==> config.mk <==
export PLATFORM = sky130hd
export DESIGN_NAME = core_mem_master
export DESIGN_NICKNAME = d
export VERILOG_FILES = /design/src/rtl/core_mem_master.sv
export SDC_FILE = /design/constraint.sdc
export NUM_CORES = 1
export LEC_CHECK = 0
export CAP_MARGIN = 40
export CORE_MARGIN = 2
export CORE_UTILIZATION = 26
export CTS_CLUSTER_DIAMETER = 80
export DETAILED_ROUTE_END_ITERATION = 10
export PLACE_DENSITY = 0.58
export REMOVE_ABC_BUFFERS = 1
export SYNTH_ARGS = -nofsm -noshare
export SYNTH_HDL_FRONTEND = slang
export SYNTH_SLANG_ARGS = --single-unit
==> constraint.sdc <==
create_clock -name clk -period 6.5 [get_ports clk]
set_clock_uncertainty 0.1 [all_clocks]
set_input_delay 1.3 -clock clk [delete_from_list [all_inputs] [get_ports clk]]
set_output_delay 1.3 -clock clk [all_outputs]
set_load 0.03 [all_outputs]
==> src/rtl/core_mem_master.sv <==
// AXI4-Lite master for the load/store unit: one byte/half/word request at a time, aligned bus
// address, lane steering, and sign/zero-extended load data. Optional macro: CORE_MEM_MASTER_BUS_ERR_EN.
module core_mem_master #(
  parameter int unsigned ADDR_W = 32,
  parameter logic [2:0]  AXPROT = 3'b000
) (
  input  logic              clk,
  input  logic              rst,
  input  logic              req_valid,
  output logic              req_ready,
  input  logic              req_we,
  input  logic [1:0]        req_size,
  input  logic              req_unsigned,
  input  logic [ADDR_W-1:0] req_addr,
  input  logic [31:0]       req_wdata,
  output logic              resp_valid,
  output logic [31:0]       resp_rdata,
  output logic              resp_err,
  output logic [ADDR_W-1:0] axi_araddr,
  output logic              axi_arvalid,
  output logic [2:0]        axi_arprot,
  input  logic              axi_arready,
  input  logic [31:0]       axi_rdata,
  input  logic [1:0]        axi_rresp,
  input  logic              axi_rvalid,
  output logic              axi_rready,
  output logic [ADDR_W-1:0] axi_awaddr,
  output logic              axi_awvalid,
  output logic [2:0]        axi_awprot,
  input  logic              axi_awready,
  output logic [31:0]       axi_wdata,
  output logic [3:0]        axi_wstrb,
  output logic              axi_wvalid,
  input  logic              axi_wready,
  input  logic [1:0]        axi_bresp,
  input  logic              axi_bvalid,
  output logic              axi_bready
);

  typedef enum logic [2:0] {
    S_IDLE, S_RD_AR, S_RD_R, S_WR_AWW, S_WR_B, S_ERR
  } state_t;

  state_t            r_state, w_state_next;
  logic [ADDR_W-1:0] r_addr, w_addr_next;
  logic [1:0]        r_lane, w_lane_next;
  logic [1:0]        r_size, w_size_next;
  logic              r_unsigned, w_unsigned_next;
  logic [31:0]       r_wdata, w_wdata_next;
  logic [3:0]        r_wstrb, w_wstrb_next;
  logic              r_arvalid, w_arvalid_next;
  logic              r_rready, w_rready_next;
  logic              r_awvalid, w_awvalid_next;
  logic              r_wvalid, w_wvalid_next;
  logic              r_bready, w_bready_next;
  logic              r_resp_valid, w_resp_valid_next;
  logic [31:0]       r_resp_rdata, w_resp_rdata_next;
  logic              r_resp_err, w_resp_err_next;

  logic              w_bad_req;
  logic [31:0]       w_lane_wdata;
  logic [3:0]        w_lane_wstrb;
  logic [31:0]       w_shifted;
  logic [31:0]       w_load_data;
  logic              w_rd_err;
  logic              w_wr_err;

`ifdef CORE_MEM_MASTER_BUS_ERR_EN
  assign w_rd_err = (axi_rresp != 2'b00);
  assign w_wr_err = (axi_bresp != 2'b00);
`else
  // Response codes are deliberately ignored in this build.
  logic w_unused_resp;
  assign w_unused_resp = ^{axi_rresp, axi_bresp};
  assign w_rd_err      = 1'b0;
  assign w_wr_err      = 1'b0;
`endif

  assign w_bad_req = (req_size == 2'b11) ||
                     ((req_size == 2'b01) && req_addr[0]) ||
                     ((req_size == 2'b10) && (req_addr[1:0] != 2'b00));

  always_comb begin
    w_lane_wdata = req_wdata;
    w_lane_wstrb = 4'b1111;
    case (req_size)
      2'b00: begin
        w_lane_wdata = {4{req_wdata[7:0]}};
        w_lane_wstrb = 4'b0001 << req_addr[1:0];
      end
      2'b01: begin
        w_lane_wdata = {2{req_wdata[15:0]}};
        w_lane_wstrb = 4'b0011 << req_addr[1:0];
      end
      default: begin
        w_lane_wdata = req_wdata;
        w_lane_wstrb = 4'b1111;
      end
    endcase
  end

  // Bring the addressed byte/half down to bit 0 before extending.
  assign w_shifted = axi_rdata >> {r_lane, 3'b000};

  always_comb begin
    w_load_data = w_shifted;
    case (r_size)
      2'b00:   w_load_data = r_unsigned ? {24'h0, w_shifted[7:0]}
                                        : {{24{w_shifted[7]}}, w_shifted[7:0]};
      2'b01:   w_load_data = r_unsigned ? {16'h0, w_shifted[15:0]}
                                        : {{16{w_shifted[15]}}, w_shifted[15:0]};
      default: w_load_data = w_shifted;
    endcase
  end

  always_comb begin
    w_state_next      = r_state;
    w_addr_next       = r_addr;
    w_lane_next       = r_lane;
    w_size_next       = r_size;
    w_unsigned_next   = r_unsigned;
    w_wdata_next      = r_wdata;
    w_wstrb_next      = r_wstrb;
    w_arvalid_next    = r_arvalid;
    w_rready_next     = r_rready;
    w_awvalid_next    = r_awvalid;
    w_wvalid_next     = r_wvalid;
    w_bready_next     = r_bready;
    w_resp_valid_next = 1'b0;
    w_resp_rdata_next = r_resp_rdata;
    w_resp_err_next   = r_resp_err;
    case (r_state)
      S_IDLE: begin
        if (req_valid) begin
          w_addr_next     = {req_addr[ADDR_W-1:2], 2'b00};
          w_lane_next     = req_addr[1:0];
          w_size_next     = req_size;
          w_unsigned_next = req_unsigned;
          w_wdata_next    = w_lane_wdata;
          w_wstrb_next    = w_lane_wstrb;
          if (w_bad_req) begin
            // Error response is issued straight away; ERR just spends the busy cycle.
            w_state_next      = S_ERR;
            w_resp_valid_next = 1'b1;
            w_resp_rdata_next = 32'h0;
            w_resp_err_next   = 1'b1;
          end else if (req_we) begin
            w_state_next   = S_WR_AWW;
            w_awvalid_next = 1'b1;
            w_wvalid_next  = 1'b1;
          end else begin
            w_state_next   = S_RD_AR;
            w_arvalid_next = 1'b1;
          end
        end
      end
      S_RD_AR: begin
        if (axi_arready) begin
          w_arvalid_next = 1'b0;
          w_rready_next  = 1'b1;
          w_state_next   = S_RD_R;
        end
      end
      S_RD_R: begin
        if (axi_rvalid) begin
          w_rready_next     = 1'b0;
          w_state_next      = S_IDLE;
          w_resp_valid_next = 1'b1;
          w_resp_rdata_next = w_load_data;
          w_resp_err_next   = w_rd_err;
        end
      end
      S_WR_AWW: begin
        if (r_awvalid && axi_awready) w_awvalid_next = 1'b0;
        if (r_wvalid && axi_wready)   w_wvalid_next  = 1'b0;
        if ((!r_awvalid || axi_awready) && (!r_wvalid || axi_wready)) begin
          w_state_next  = S_WR_B;
          w_bready_next = 1'b1;
        end
      end
      S_WR_B: begin
        if (axi_bvalid) begin
          w_bready_next     = 1'b0;
          w_state_next      = S_IDLE;
          w_resp_valid_next = 1'b1;
          w_resp_rdata_next = 32'h0;
          w_resp_err_next   = w_wr_err;
        end
      end
      S_ERR:   w_state_next = S_IDLE;
      default: w_state_next = S_IDLE;
    endcase
  end

  always_ff @(posedge clk or posedge rst) begin
    if (rst) begin
      r_state      <= S_IDLE;
      r_addr       <= '0;
      r_lane       <= 2'b00;
      r_size       <= 2'b00;
      r_unsigned   <= 1'b0;
      r_wdata      <= 32'h0;
      r_wstrb      <= 4'h0;
      r_arvalid    <= 1'b0;
      r_rready     <= 1'b0;
      r_awvalid    <= 1'b0;
      r_wvalid     <= 1'b0;
      r_bready     <= 1'b0;
      r_resp_valid <= 1'b0;
      r_resp_rdata <= 32'h0;
      r_resp_err   <= 1'b0;
    end else begin
      r_state      <= w_state_next;
      r_addr       <= w_addr_next;
      r_lane       <= w_lane_next;
      r_size       <= w_size_next;
      r_unsigned   <= w_unsigned_next;
      r_wdata      <= w_wdata_next;
      r_wstrb      <= w_wstrb_next;
      r_arvalid    <= w_arvalid_next;
      r_rready     <= w_rready_next;
      r_awvalid    <= w_awvalid_next;
      r_wvalid     <= w_wvalid_next;
      r_bready     <= w_bready_next;
      r_resp_valid <= w_resp_valid_next;
      r_resp_rdata <= w_resp_rdata_next;
      r_resp_err   <= w_resp_err_next;
    end
  end

  assign req_ready   = (r_state == S_IDLE);
  assign resp_valid  = r_resp_valid;
  assign resp_rdata  = r_resp_rdata;
  assign resp_err    = r_resp_err;
  assign axi_araddr  = r_addr;
  assign axi_arvalid = r_arvalid;
  assign axi_arprot  = AXPROT;
  assign axi_rready  = r_rready;
  assign axi_awaddr  = r_addr;
  assign axi_awvalid = r_awvalid;
  assign axi_awprot  = AXPROT;
  assign axi_wdata   = r_wdata;
  assign axi_wstrb   = r_wstrb;
  assign axi_wvalid  = r_wvalid;
  assign axi_bready  = r_bready;

endmodule

==> results of run 1 <==
[through the flow]
| step | util | std cells | setup WS, ns | hold WS, ns | total power, mW |
|---|---|---|---|---|---|
| finish | 0.411 | 1055 | 2.81 | 0.371 | 4.68 |
| global route | 0.411 | 1055 | 2.58 | 0.402 | 4.97 |
| CTS | 0.411 | 1055 | 2.80 | 0.379 | 4.75 |
| detailed placement | 0.382 | 1023 | 2.38 | 0.363 | 3.72 |
| global placement | 0.377 | 1019 | 2.41 | 0.355 | 3.66 |
| floorplan | - | 496 | 2.11 | 0.362 | 2.61 |
[final timing paths]
path	endpoint	cells after the start
setup / recovery	resp_rdata[29]$_DFFE_PP0P_	5
hold / removal	axi_wstrb[0]$_DFFE_PP0P_	2
setup reg to reg	resp_rdata[29]$_DFFE_PP0P_	4
hold reg to reg	axi_wstrb[0]$_DFFE_PP0P_	2
max in group asynchronous	axi_wdata[19]$_DFFE_PP0P_	4
min in group asynchronous	resp_rdata[17]$_DFFE_PP0P_	2
[critical path: cells and delay by family]
| kind | cells | cell delay (ns) |
|---|---|---|
| buffers and inverters | 1 | 0.56 |
| AOI/OAI and AO/OA | 1 | 0.19 |
| and+or+nand+nor | 3 | 1.88 |
[power groups by stage]
| stage | logic, mW | registers (mW) | clock network [mW] |
|---|---|---|---|
| global placement | 2.39 | 1.27 | 0 |
| CTS | 2.47 | 1.25 | 1.02 |
| finish | 2.44 | 1.25 | 0.994 |
| floorplan | 0.623 | 1.99 | 0 |
| detailed placement | 2.47 | 1.25 | 0 |
| global route | 2.62 | 1.29 | 1.06 |
[layout make-up]
cell class / count / area (sq um)
Clock inverter: 10 / 158
Fill cell: 2097 / 12300
Sequential cell: 113 / 2830
Timing Repair Buffer: 252 / 2570
Inverter: 5 / 21.3
Tap cell: 275 / 344
Clock buffer: 22 / 464
Multi-Input combinational cell: 378 / 2230
[Yosys cell counts, types with 5 or more instances]
cell and instances:
mux2i_1 35, mux2_2 16, a31oi_1 8, buf_4 42
dfrtp_1 113, buf_6 6, nand2_1 156, a221o_1 16
a221oi_1 7, o2bb2ai_1 15, buf_2 9, nor2_1 23
a21oi_1 21, o21ai_0 34, nand3b_1 5, inv_1 5
clkbuf_1 21
[kinds of logic (layout without fill, tap and decap cells)]
kind of cell,Yosys count,count (layout),synth area share
DFF,113,113,0.510
buffers and inverters,84,289,0.0954
muxes,52,52,0.0997
and+or+nand+nor,205,205,0.157
AOI/OAI and AO/OA,111,111,0.138
other,1,10,0.000676
[layer usage]
metal	up-vias	part of all wire	GRT usage
met5	-	0	0
met4	0	0.013	0.0528
met3	18	0.070	0.0488
met2	147	0.48	0.244
met1	2241	0.44	0.183
li1	2297	-	-
[registers in the layout, summed over array words and instances (netlist names), 2 cells and up]
signal and flops:
axi_wdata 32, resp_rdata 32, axi_araddr 30, axi_wstrb 4
r_state 3, r_lane 2, r_size 2
==> load_flow_metrics.sql, run 1 <==
INSERT INTO impl_metrics (metric_group, metric, value, unit) VALUES
('status', 'status', 'finished, final reports clean', ''),
('setup_path', 'worst_r2r_startpoint', 'r_state[1]$_DFFE_PP0P_', ''),
('synth', 'synth_area', '0.00555', 'sq mm'),
('placed_design', 'gp_routability_congestion', '0.739', ''),
('setup_path', 'timing.critical_path.from_type', 'primary input', ''),
('cts', 'cts.clk_slew.worst_paths', '0.05', 'ns'),
('power_and_ir_drop', 'combinationalPowerShare', '0.521', ''),
('routing', 'drcViolationCount', '0', ''),
('setup_path', 'critPathMaxStageDelay', '0.82', 'ns'),
('final_layout', 'synthToLayoutAreaGrowth', '55.4', '%'),
('floorplan', 'floorplan.initialDensity', '0.265', ''),
('placed_design', 'placed_area', '0.00800', 'sq mm'),
('synth', 'synth.top_cell.area_share', '0.510', ''),
('cts', 'holdBufCountCts', '0', ''),
('timing', 'worstMarginPinSlew', '0.835', 'ns'),
('timing', 'max_freq', '271', 'MHz'),
('min_path', 'timing.hold.worst.start', 'axi_wstrb[0]$_DFFE_PP0P_', ''),
('timing', 'min_period_over_period', '0.568', ''),
('timing', 'setup_repair_after_global_routing_missed_its_margin', 'no', ''),
('setup_path', 'setup.worst_path.start', 'axi_rvalid', ''),
('cts', 'post_cts.resized_instances', '0', ''),
('final_layout', 'num-nets-final', '879', ''),
('timing', 'setup_tns', '0', 'ns'),
('final_layout', 'final_common_cell', 'clkdlybuf4s50_1', ''),
('routing', 'postRouteWirelength', '16.5', 'mm'),
('floorplan', 'fp.dieArea', '0.0225', 'sq mm'),
('grt', 'grt_first_pass_wirelength', '26.0', 'mm'),
('synth', 'synth_area_per_cell', '9.80', 'sq um'),
('floorplan', 'core_area', '0.0210', 'sq mm'),
('setup_path', 'endpoint_kind', 'flip-flop', ''),
('synth', 'postSynth.topFlopCell', 'dfrtp_1', ''),
('floorplan', 'die_width', '150', 'um'),
('synth', 'netlist_top_cells_area', 'dfrtp_1, nand2_1, mux2i_1', ''),
('synth', 'synth-seq-area-share', '0.510', ''),
('routing', 'vias', '4703', ''),
('routing', 'dr_wl_cell', '15.7', 'um'),
('routing', 'ant_nets', '0', ''),
('final_layout', 'final_layout_size_suffix_gt1_frac', '0.0808', ''),
('synth', 'ys_async_sr_fraction', '1.00', ''),
('timing', 'setup_viol', '0', ''),
('power_and_ir_drop', 'total_power_per_unit_cell_area', '543', 'mW/mm^2'),
('synth', 'ys_seq_elements', '113', ''),
('routing', 'first_iter_violations', '185', ''),
('timing', 'final-hold-violation-count', '0', ''),
('power_and_ir_drop', 'power.sequential.fraction', '0.266', ''),
('cts', 'cts_htree_levels', '4', ''),
('synth', 'netlist-cell-type-count', '43', ''),
('min_path', 'min-delay-path-class', 'reg2reg', ''),
('routing', 'drt_pre_antenna_iters', '4', ''),
('placed_design', 'buffer_ports.inserted', '243', ''),
('grt', 'grt_max_degree', '86', ''),
('final_layout', 'post_route_cell_area', '0.00862', 'sq mm'),
('setup_path', 'worst-endpoint-required', '6.74', 'ns'),
('power_and_ir_drop', 'total_switching_power', '1.99', 'mW'),
('floorplan', 'ioPinCount', '258', ''),
('setup_path', 'register_to_register_setup_slack', '3.50', 'ns'),
('cts', 'tritoncts_clock_tree', 'done', ''),
('grt', 'grt_antenna_before_repair', '1', ''),
('floorplan', 'chipHeight', '150', 'um'),
('flow_run', 'number_of_max_capacitance_violations_reported', '0', ''),
('cts', 'clock_latency_of_the_later_clocked_register_in_the_worst_skew_pair', '0.40', 'ns'),
('synth', 'syn-instance-count', '566', ''),
('final_layout', 'n_antenna_cell', '0', ''),
('setup_path', 'critical_path_arrival', '3.94', 'ns'),
('power_and_ir_drop', 'internal_power', '2.69', 'mW'),
('placed_design', 'place.detailed.hpwl', '11.7', 'mm'),
('grt', 'via_count_of_the_first_global_routing_pass', '4761', ''),
('setup_path', 'criticalPathCategory', 'in2reg', ''),
('power_and_ir_drop', 'swShare', '0.425', ''),
('grt', 'grt_util_all_layers', '0.149', ''),
('synth', 'yosysTopAreaCell', 'dfrtp_1', '');
Power figures use the tool's default switching activity.
==> inputs of run 2 (changes only) <==
==> constraint.sdc (replaced) <==
create_clock -name clk -period 3.7 [get_ports clk]
set_clock_uncertainty 0.1 [all_clocks]
set_input_delay 0.74 -clock clk [delete_from_list [all_inputs] [get_ports clk]]
set_output_delay 0.74 -clock clk [all_outputs]
set_load 0.03 [all_outputs]
==> run 2 against run 1 <==
Net effect: sequential share of layout area barely moved; non-clock buffer count rose by 5; sequential power rose by 74%; clock-buffer cell count did not move; clock power rose by 79%; largest power group unchanged; final cell count rose by 0.47%; largest cell class unchanged.
==> load_flow_metrics.sql, run 2 (synthesis gave the netlist of run 1 again) <==
INSERT INTO impl_metrics (metric_group, metric, value, unit) VALUES
('floorplan', 'floorplan.initialDensity', '0.265', ''),
('grt', 'grt_util_all_layers', '0.148', ''),
('power_and_ir_drop', 'total_power_per_unit_cell_area', '953', 'mW/mm^2'),
('min_path', 'timing.hold.worst.start', 'axi_wstrb[0]$_DFFE_PP0P_', ''),
('placed_design', 'place.detailed.hpwl', '12.0', 'mm'),
('timing', 'timing.final.ws_setup', '0.818', 'ns'),
('grt', 'via_count_of_the_first_global_routing_pass', '4717', ''),
('routing', 'met1_length', '7.38', 'mm'),
('setup_path', 'timing.rr.end', 'resp_rdata[17]$_DFFE_PP0P_', ''),
('flow_run', 'number_of_max_capacitance_violations_reported', '0', ''),
('cts', 'number_of_clock_sinks', '113', ''),
('final_layout', 'final_layout_size_suffix_gt1_frac', '0.0892', ''),
('final_layout', 'num-nets-final', '884', ''),
('routing', 'postRouteWirelength', '16.7', 'mm'),
('cts', 'holdBufCountCts', '0', ''),
('routing', 'vias_per_cell', '4.46', ''),
('routing', 'first_iter_violations', '162', ''),
('final_layout', 'seq_area', '0.00283', 'sq mm'),
('setup_path', 'worst-path-max-fanout', '18', ''),
('setup_path', 'critical_path_arrival', '2.04', 'ns'),
('routing', 'vias', '4724', ''),
('grt', 'grt_ovf', '0', ''),
('final_layout', 'n_antenna_cell', '0', ''),
('final_layout', 'multiInputGateArea', '0.00223', 'sq mm'),
('routing', 'drcViolationCount', '0', ''),
('final_layout', 'synthToLayoutAreaGrowth', '55.3', '%'),
('routing', 'top_layer', 'met4', ''),
('setup_path', 'worst-endpoint-required', '2.86', 'ns'),
('cts', 'cts_setup_buffers', '0', ''),
('power_and_ir_drop', 'fin_total_pwr', '8.21', 'mW'),
('status', 'status', 'finished, final reports clean', ''),
('floorplan', 'core_area', '0.0210', 'sq mm'),
('setup_path', 'critPathMaxStageDelay', '0.72', 'ns'),
('routing', 'met3_length', '1.24', 'mm'),
('cts', 'tritoncts_clock_tree', 'done', ''),
('setup_path', 'cp_max_stage_cell', 'clkdlybuf4s50_1', ''),
('cts', 'cts_htree_levels', '4', ''),
('grt', 'grt_antenna_before_repair', '0', ''),
('placed_design', 'preCtsSetupSlack', '0.845', 'ns'),
('min_path', 'min-delay-path-class', 'reg2reg', ''),
('timing', 'max_freq', '347', 'MHz'),
('cts', 'cts.path.max_buffers', '2', ''),
('cts', 'number_of_buffers_added_by_the_clock_tree_synthesis_step', '17', ''),
('routing', 'dr_wl_cell', '15.8', 'um'),
('power_and_ir_drop', 'power.leakage', '3.79', 'nW'),
('grt', 'grt_first_pass_wirelength', '25.9', 'mm'),
('placed_design', 'gp_routability_congestion', '0.763', ''),
('timing', 'setup_repair_after_global_routing_missed_its_margin', 'no', ''),
('setup_path', 'timing.critical_path.cells', 'nor3_4 -> clkdlybuf4s50_1', ''),
('placed_design', 'buffer_ports.inserted', '243', ''),
('floorplan', 'chipHeight', '150', 'um'),
('floorplan', 'fp.dieArea', '0.0225', 'sq mm'),
('setup_path', 'reg2regPathDepth', '5', ''),
('timing', 'clock_period_minus_worst_slack', '2.88', 'ns'),
('cts', 'clockRootBuffer', 'clkbuf_16', ''),
('timing', 'min_period_over_period', '0.779', ''),
('timing', 'timing_max_transition_violations_final', '0', ''),
('cts', 'cts.clk_slew.worst_paths', '0.05', 'ns'),
('setup_path', 'worst_r2r_startpoint', 'r_state[1]$_DFFE_PP0P_', ''),
('timing', 'final-hold-violation-count', '0', ''),
('min_path', 'worst_hold_path.endpoint', 'axi_wstrb[0]$_DFFE_PP0P_', ''),
('cts', 'clock_latency_of_the_later_clocked_register_in_the_worst_skew_pair', '0.40', 'ns'),
('cts', 'post_cts.resized_instances', '0', ''),
('timing', 'max-slew-margin-rel', '0.447', ''),
('min_path', 'min_delay_path_depth', '2', ''),
('routing', 'drt_pre_antenna_iters', '4', ''),
('floorplan', 'ioPinCount', '258', ''),
('floorplan', 'die_width', '150', 'um'),
('routing', 'ant_nets', '0', ''),
('setup_path', 'register_to_register_setup_slack', '1.47', 'ns'),
('setup_path', 'criticalPathCategory', 'reg2out', ''),
('timing', 'setup_viol', '0', ''),
('power_and_ir_drop', 'vdd_drop_max', '0.405', 'mV'),
('floorplan', 'rows', '53', ''),
('routing', 'met2_wirelength', '7.90', 'mm'),
('timing', 'worstMarginPinSlew', '0.828', 'ns'),
('final_layout', 'fin_cells', '1060', ''),
('setup_path', 'timing.critical_path.from_type', 'flip-flop', ''),
('placed_design', 'place_inst', '1028', ''),
('final_layout', 'layout_common_cells', 'clkdlybuf4s50_1, nand2_1, dfrtp_1, mux2i_1, o21ai_0', ''),
('setup_path', 'endpoint_kind', 'output pin', ''),
('final_layout', 'fin_util', '0.411', ''),
('final_layout', 'final.fill_count', '2103', ''),
('grt', 'grt_max_degree', '49', ''),
('final_layout', 'final_common_cell', 'clkdlybuf4s50_1', '');
run 2: cell count changes in the layout (fill, tap and decap cells not counted), sizes merged:
| cell | change |
|---|---|
| buf | +5 |
| clkinv | +1 |
| clkinvlp | -1 |
run 2: stage by stage:
step | TNS (ns) | hold WS (ns) | cell area (sq um)
detailed placement | 0 | 0.361 | 7980
floorplan | -14.39 | 0.362 | 5070
CTS | 0 | 0.375 | 8610
global placement | 0 | 0.354 | 7980
finish | 0 | 0.372 | 8610
global route | 0 | 0.397 | 8610
run 2: worst max-delay path by stage:
stage	start	end	slack, ns
floorplan	rst	axi_araddr[10]$_DFFE_PP0P_	-0.13
global placement	req_size[1]	resp_rdata[19]$_DFFE_PP0P_	0.90
detailed placement	req_size[1]	resp_rdata[17]$_DFFE_PP0P_	0.85
CTS	r_state[1]$_DFFE_PP0P_	req_ready	0.80
global route	r_state[1]$_DFFE_PP0P_	req_ready	0.76
finish	r_state[1]$_DFFE_PP0P_	req_ready	0.82
run 2: layout make-up:
| cell class | instances | share of cell area |
|---|---|---|
| clock buffers | 22 | 0.0562 |
| clock inverters | 10 | 0.0180 |
| inverters | 5 | 0.00247 |
| multi-input cells | 378 | 0.259 |
| flip-flops and latches | 113 | 0.328 |
| well taps | 275 | 0.0399 |
| repair buffers | 257 | 0.296 |
run 2: critical path, delay by kind of cell, from the launching register on:
kind	cells	cell delay (ns)
AND/OR/NAND/NOR	1	0.34
flip-flops	1	0.58
buffers and inverters	1	0.72
run 2: where the power goes:
group          switching [mW]  internal [mW]  total, mW
clock                   0.582           1.19       1.78
sequential              0.399           1.78       2.18
combinational            2.49           1.76       4.25
total                    3.48           4.73       8.21
run 2: layer usage:
layer / up-vias / GRT usage
li1: 2303 / -
met1: 2245 / 0.189
met2: 162 / 0.238
met3: 14 / 0.0418
met4: 0 / 0.0542
met5: - / 0
